File: src/rtl/display_scan.sv
// Four-digit time-multiplexed scan controller for a common-anode seven-segment display.
// Digit values and enables are latched once per frame so a whole frame draws from one snapshot.
module display_scan #(
  parameter int DIV   = 50000,
  parameter int BLANK = 1000
) (
  input  logic       i_clk,
  input  logic       i_rst_n,
  input  logic [7:0] i_digits_in,
  input  logic [3:0] i_digit_en,
  output logic [1:0] o_value,
  output logic [3:0] o_anodes,
  output logic       o_frame_tick
);

  localparam int            CW      = $clog2(DIV);
  localparam logic [CW-1:0] CNT_MAX = CW'(DIV - 1);

  logic [CW-1:0] r_cnt;
  logic [1:0]    r_idx;
  logic [7:0]    r_val_sh;
  logic [3:0]    r_en_sh;
  logic          r_frame_tick;

  logic          w_blank;
  logic [3:0]    w_onehot;

  always_ff @(posedge i_clk or negedge i_rst_n) begin
    if (!i_rst_n) begin
      r_cnt        <= '0;
      r_idx        <= 2'd0;
      r_val_sh     <= 8'd0;
      r_en_sh      <= 4'd0;
      r_frame_tick <= 1'b0;
    end else if (r_cnt == CNT_MAX) begin
      r_cnt <= '0;
      r_idx <= r_idx + 2'd1;
      if (r_idx == 2'd3) begin
        // frame boundary: snapshot inputs for the frame that starts next cycle
        r_val_sh     <= i_digits_in;
        r_en_sh      <= i_digit_en;
        r_frame_tick <= 1'b1;
      end else begin
        r_frame_tick <= 1'b0;
      end
    end else begin
      r_cnt        <= r_cnt + 1'b1;
      r_frame_tick <= 1'b0;
    end
  end

  generate
    if (BLANK == 0) begin : g_noblank
      assign w_blank = 1'b0;
    end else begin : g_blank
      assign w_blank = (r_cnt < CW'(BLANK));
    end
  endgenerate

  assign w_onehot     = 4'b0001 << r_idx;
  assign o_anodes     = w_blank ? 4'b1111 : ~(w_onehot & r_en_sh);
  assign o_value      = r_val_sh[{r_idx, 1'b0} +: 2];
  assign o_frame_tick = r_frame_tick;

endmodule

File: config.mk
export PLATFORM = sky130hd
export DESIGN_NAME = display_scan
export DESIGN_NICKNAME = d
export VERILOG_FILES = /design/src/rtl/display_scan.sv
export SDC_FILE = /design/constraint.sdc
export NUM_CORES = 1
export LEC_CHECK = 0
export BUFFER_PORTS_ARGS = -buffer_cell sky130_fd_sc_hd__clkbuf_2
export CORE_ASPECT_RATIO = 0.8
export CORE_UTILIZATION = 55
export DETAILED_ROUTE_END_ITERATION = 12
export HOLD_SLACK_MARGIN = 0.12
export PLACE_DENSITY_LB_ADDON = 0.15
export SETUP_SLACK_MARGIN = 0.2
export SLEW_MARGIN = 20
export SYNTH_ARGS = -nofsm -noshare
export SYNTH_HDL_FRONTEND = slang
export SYNTH_SLANG_ARGS = --single-unit
File: constraint.sdc
create_clock -name i_clk -period 3 [get_ports i_clk]
set_input_delay 0.75 -clock i_clk [delete_from_list [all_inputs] [get_ports i_clk]]
set_output_delay 0.75 -clock i_clk [all_outputs]
set_load 0.01 [all_outputs]
==> metrics.txt <==
# TYPE chip_impl_metric gauge
chip_impl_metric{name="vias_per_cell",unit=""} 5.37
chip_impl_info{name="cts_tree",value="done"} 1
chip_impl_info{name="outcome",value="finished, final reports clean"} 1
chip_impl_metric{name="postRouteAntennaNets",unit=""} 0
chip_impl_metric{name="pwr_density_cell",unit="nW/um^2"} 414
chip_impl_metric{name="postSynthNetCount",unit=""} 138
chip_impl_metric{name="critPathMaxFanout",unit=""} 4
chip_impl_metric{name="placedInstanceArea",unit="sq um"} 1620
chip_impl_info{name="cts_root_buffer",value="clkbuf_4"} 1
chip_impl_metric{name="timing.final.crit_period",unit="ns"} 2.79
chip_impl_metric{name="cts.reportedPaths.clkPinSlew",unit="ns"} 0.09
chip_impl_metric{name="cts.sinks",unit=""} 31
chip_impl_info{name="grt_setup_unrepaired",value="true"} 1
chip_impl_metric{name="postSynth.asyncResetShare",unit="%"} 100
chip_impl_metric{name="grt_usage",unit="%"} 23.2
chip_impl_metric{name="yosysUniqueCellTypes",unit=""} 25
chip_impl_metric{name="area_growth_syn_to_fin",unit="%"} 19.5
chip_impl_info{name="worst_min_delay_path_category",value="primary input to asynchronous set/reset pin"} 1
chip_impl_metric{name="firstDrtPassIters",unit=""} 4
chip_impl_metric{name="worst_path_largest_cell_delay",unit="ns"} 0.55
chip_impl_metric{name="antenna_found_initial",unit=""} 0
chip_impl_info{name="criticalPathCategory",value="flop to output port"} 1
chip_impl_metric{name="layout_worst_path_cycle_share",unit="%"} 92.8
chip_impl_metric{name="layout_cells_sized_above_1",unit="%"} 35.8
chip_impl_metric{name="fp.dieArea",unit="sq um"} 2910
chip_impl_metric{name="synth.ff_latch_count",unit=""} 31
chip_impl_metric{name="via_count_of_the_first_global_routing_pass",unit=""} 996
chip_impl_metric{name="place_hpwl",unit="um"} 1880
chip_impl_metric{name="detail_route.iter0.violations",unit=""} 33
chip_impl_metric{name="row_count",unit=""} 16
chip_impl_metric{name="start_util",unit="%"} 59.3
chip_impl_metric{name="ctsLongestPathBuffers",unit=""} 2
chip_impl_metric{name="finalCoreUtilization",unit="%"} 70.8
chip_impl_metric{name="port-buffer-count",unit=""} 20
chip_impl_metric{name="timing_hold_violations_final",unit=""} 0
chip_impl_metric{name="slew_viol_final",unit=""} 0
chip_impl_metric{name="clock_latency",unit="ns"} 0.34
chip_impl_metric{name="grt_overflow",unit=""} 0
chip_impl_metric{name="fin_nets",unit=""} 169
chip_impl_info{name="ys.flop_type",value="dfrtp_1"} 1
chip_impl_metric{name="fin_setup_tns",unit="ns"} 0
chip_impl_metric{name="critPathRequiredTime",unit="ns"} 2.25
chip_impl_metric{name="finalSetupViolCount",unit=""} 0
chip_impl_metric{name="grt_max_degree",unit=""} 32
chip_impl_metric{name="sequential_fraction_of_the_synthesis_area",unit="%"} 52.3
chip_impl_metric{name="critPathBufInv",unit=""} 1
chip_impl_info{name="synth.area.top_cells",value="dfrtp_1 52%, mux2_4 9.1%, xnor2_1 5.3%"} 1
chip_impl_metric{name="post-route-cell-area",unit="sq um"} 1770
chip_impl_info{name="crit_path_frequent_cell",value="or4_4"} 1
chip_impl_metric{name="routedWlPerCell",unit="um"} 14.7
chip_impl_metric{name="skew",unit="ns"} 0.0105
chip_impl_metric{name="max_clock_freq",unit="GHz"} 0.359
chip_impl_metric{name="grt_pass1_wl",unit="um"} 4720
chip_impl_metric{name="tritoncts.num_buffers",unit=""} 5
chip_impl_metric{name="route.vias.total",unit=""} 1005
chip_impl_metric{name="max_cap_violations",unit=""} 0
chip_impl_metric{name="area_of_the_mapped_netlist",unit="sq um"} 1480
chip_impl_metric{name="synth_area_per_cell",unit="sq um"} 12.5
chip_impl_metric{name="vdd_drop_max",unit="mV"} 0.314
chip_impl_metric{name="leakage_dissipation",unit="nW"} 0.832
chip_impl_metric{name="worst_slack_on_hold_paths",unit="ns"} 0.453
chip_impl_metric{name="design.core.area",unit="sq um"} 2500
chip_impl_info{name="critical_path.cell_chain",value="or4_4, or4_4, nand3_2, buf_6"} 1
chip_impl_metric{name="final.fill_count",unit=""} 180
chip_impl_info{name="slowest_stage",value="or4_4"} 1
chip_impl_metric{name="synth_warnings",unit=""} 0
chip_impl_metric{name="slew_headroom",unit="%"} 51.0
chip_impl_metric{name="post-synth-top-area-fraction",unit="%"} 52.3
chip_impl_metric{name="synth_enable_flop_cells",unit=""} 0
chip_impl_metric{name="die_height",unit="um"} 48.4
chip_impl_info{name="worst_path_dominant_cell_family",value="simple AND/OR/NAND/NOR gates"} 1
chip_impl_metric{name="timing_worst_slew_pin_value",unit="ns"} 0.735
chip_impl_info{name="critPathLaunchType",value="flop"} 1
chip_impl_metric{name="wirelength",unit="um"} 2750
chip_impl_metric{name="cts_htree_levels",unit=""} 2
chip_impl_metric{name="drc",unit=""} 0
chip_impl_info{name="synth_top_cell_by_area",value="dfrtp_1"} 1
chip_impl_metric{name="antennaDiodeCount",unit=""} 0
chip_impl_info{name="endpoint_kind",value="output port"} 1
chip_impl_metric{name="arrival",unit="ns"} 2.04
chip_impl_metric{name="routabilityCongestion",unit=""} 0.748
chip_impl_metric{name="die_x",unit="um"} 60.1
chip_impl_metric{name="post_synth_inst_count",unit=""} 119
chip_impl_metric{name="ios",unit=""} 21
==> final cells by class <==
cell class / count / area [sq um] / share of cell area (%)
Tap cell: 36 / 45.0 / 2.54
Sequential cell: 31 / 776 / 43.8
Clock buffer: 8 / 68.8 / 3.88
Inverter: 5 / 18.8 / 1.06
Multi-Input combinational cell: 82 / 701 / 39.5
Timing Repair Buffer: 25 / 163 / 9.18
==> timing repair <==
| action | 4_1_cts | 5_1_grt |
|---|---|---|
| cloned | 0 | 0 |
| endpoints found under the setup margin | 4 | 4 |
| hold buffers | 0 | 0 |
| pin swaps | 6 | 4 |
| buffers inserted | 3 | 1 |
| resized for setup | 5 | 8 |
==> cells in the final DEF (no fill, tap or decap), types with 5 or more instances in the layout <==
| master | netlist | layout |
|---|---|---|
| ha_1 | 5 | 5 |
| xnor2_1 | 9 | 9 |
| buf_4 | 0 | 5 |
| dfrtp_1 | 31 | 31 |
| inv_1 | 5 | 5 |
| nor3_1 | 5 | 5 |
| nor2_1 | 7 | 7 |
| clkbuf_4 | 0 | 5 |
| nand2_1 | 7 | 7 |
| mux2_4 | 9 | 9 |
| clkbuf_2 | 0 | 16 |
| nand4_1 | 6 | 6 |
==> registers in the layout (all words and copies together), names as in the netlist <==
register,flops
r_cnt,16
r_val_sh,8
r_en_sh,4
r_idx,2
o_frame_tick,1
==> Yosys cell counts (3+ instances only) <==
cell and instances:
dfrtp_1 31, ha_1 5, inv_1 5, mux2_2 3, mux2_4 9, nand2_1 7, nand3_1 7, nand4_1 6
nor2_1 7, nor3_1 5, o21ai_0 4, or3_1 3, xnor2_1 9, xor2_1 4
==> routing by layer <==
| layer | global-route usage [%] | part of all wire [%] |
|---|---|---|
| met5 | 0 | 0 |
| met1 | 31.5 | 49 |
| met4 | 12.8 | 2.4 |
| met2 | 32.8 | 45 |
| met3 | 7.22 | 3.5 |
==> kinds of logic after synthesis <==
group / synth area share [%]
AOI/OAI and AO/OA: 2.03
xor gates and xnor gates: 7.68
adders and majority gates: 4.22
buffers and inverters: 2.03
DFF: 52.3
muxes: 14.4
and+or+nand+nor: 17.3
==> report_power, final <==
group | switching, mW | total, mW | internal (mW)
Clock | 0.134 | 0.272 | 0.138
Sequential | 0.00511 | 0.431 | 0.426
Combinational | 0.0130 | 0.0309 | 0.0179
Total | 0.153 | 0.734 | 0.581
==> stage by stage <==
step / power (mW) / instances / setup slack [ns]
6_report: 0.734 / 187 / 0.215
4_1_cts: 0.744 / 186 / 0.174
2_1_floorplan: 0.451 / 119 / 0.595
5_1_grt: 0.764 / 187 / 0.172
3_5_place_dp: 0.470 / 175 / 0.386
3_3_place_gp: 0.468 / 175 / 0.420
==> worst paths after layout <==
kind / startpoint / slack (ns) / to / cells past startpoint
setup / recovery: r_cnt[11] / 0.21 / o_anodes[3] / 4
hold / removal: i_rst_n / 0.45 / r_val_sh[0] / 1
hold reg to reg: r_cnt[0] / 0.49 / r_cnt[0] / 1
setup reg to reg: r_cnt[11] / 0.91 / r_idx[1] / 5
max in group asynchronous: i_rst_n / 2.07 / r_cnt[3] / 1
min in group i_clk: r_cnt[0] / 0.49 / r_cnt[0] / 1
Power figures use the tool's default switching activity.
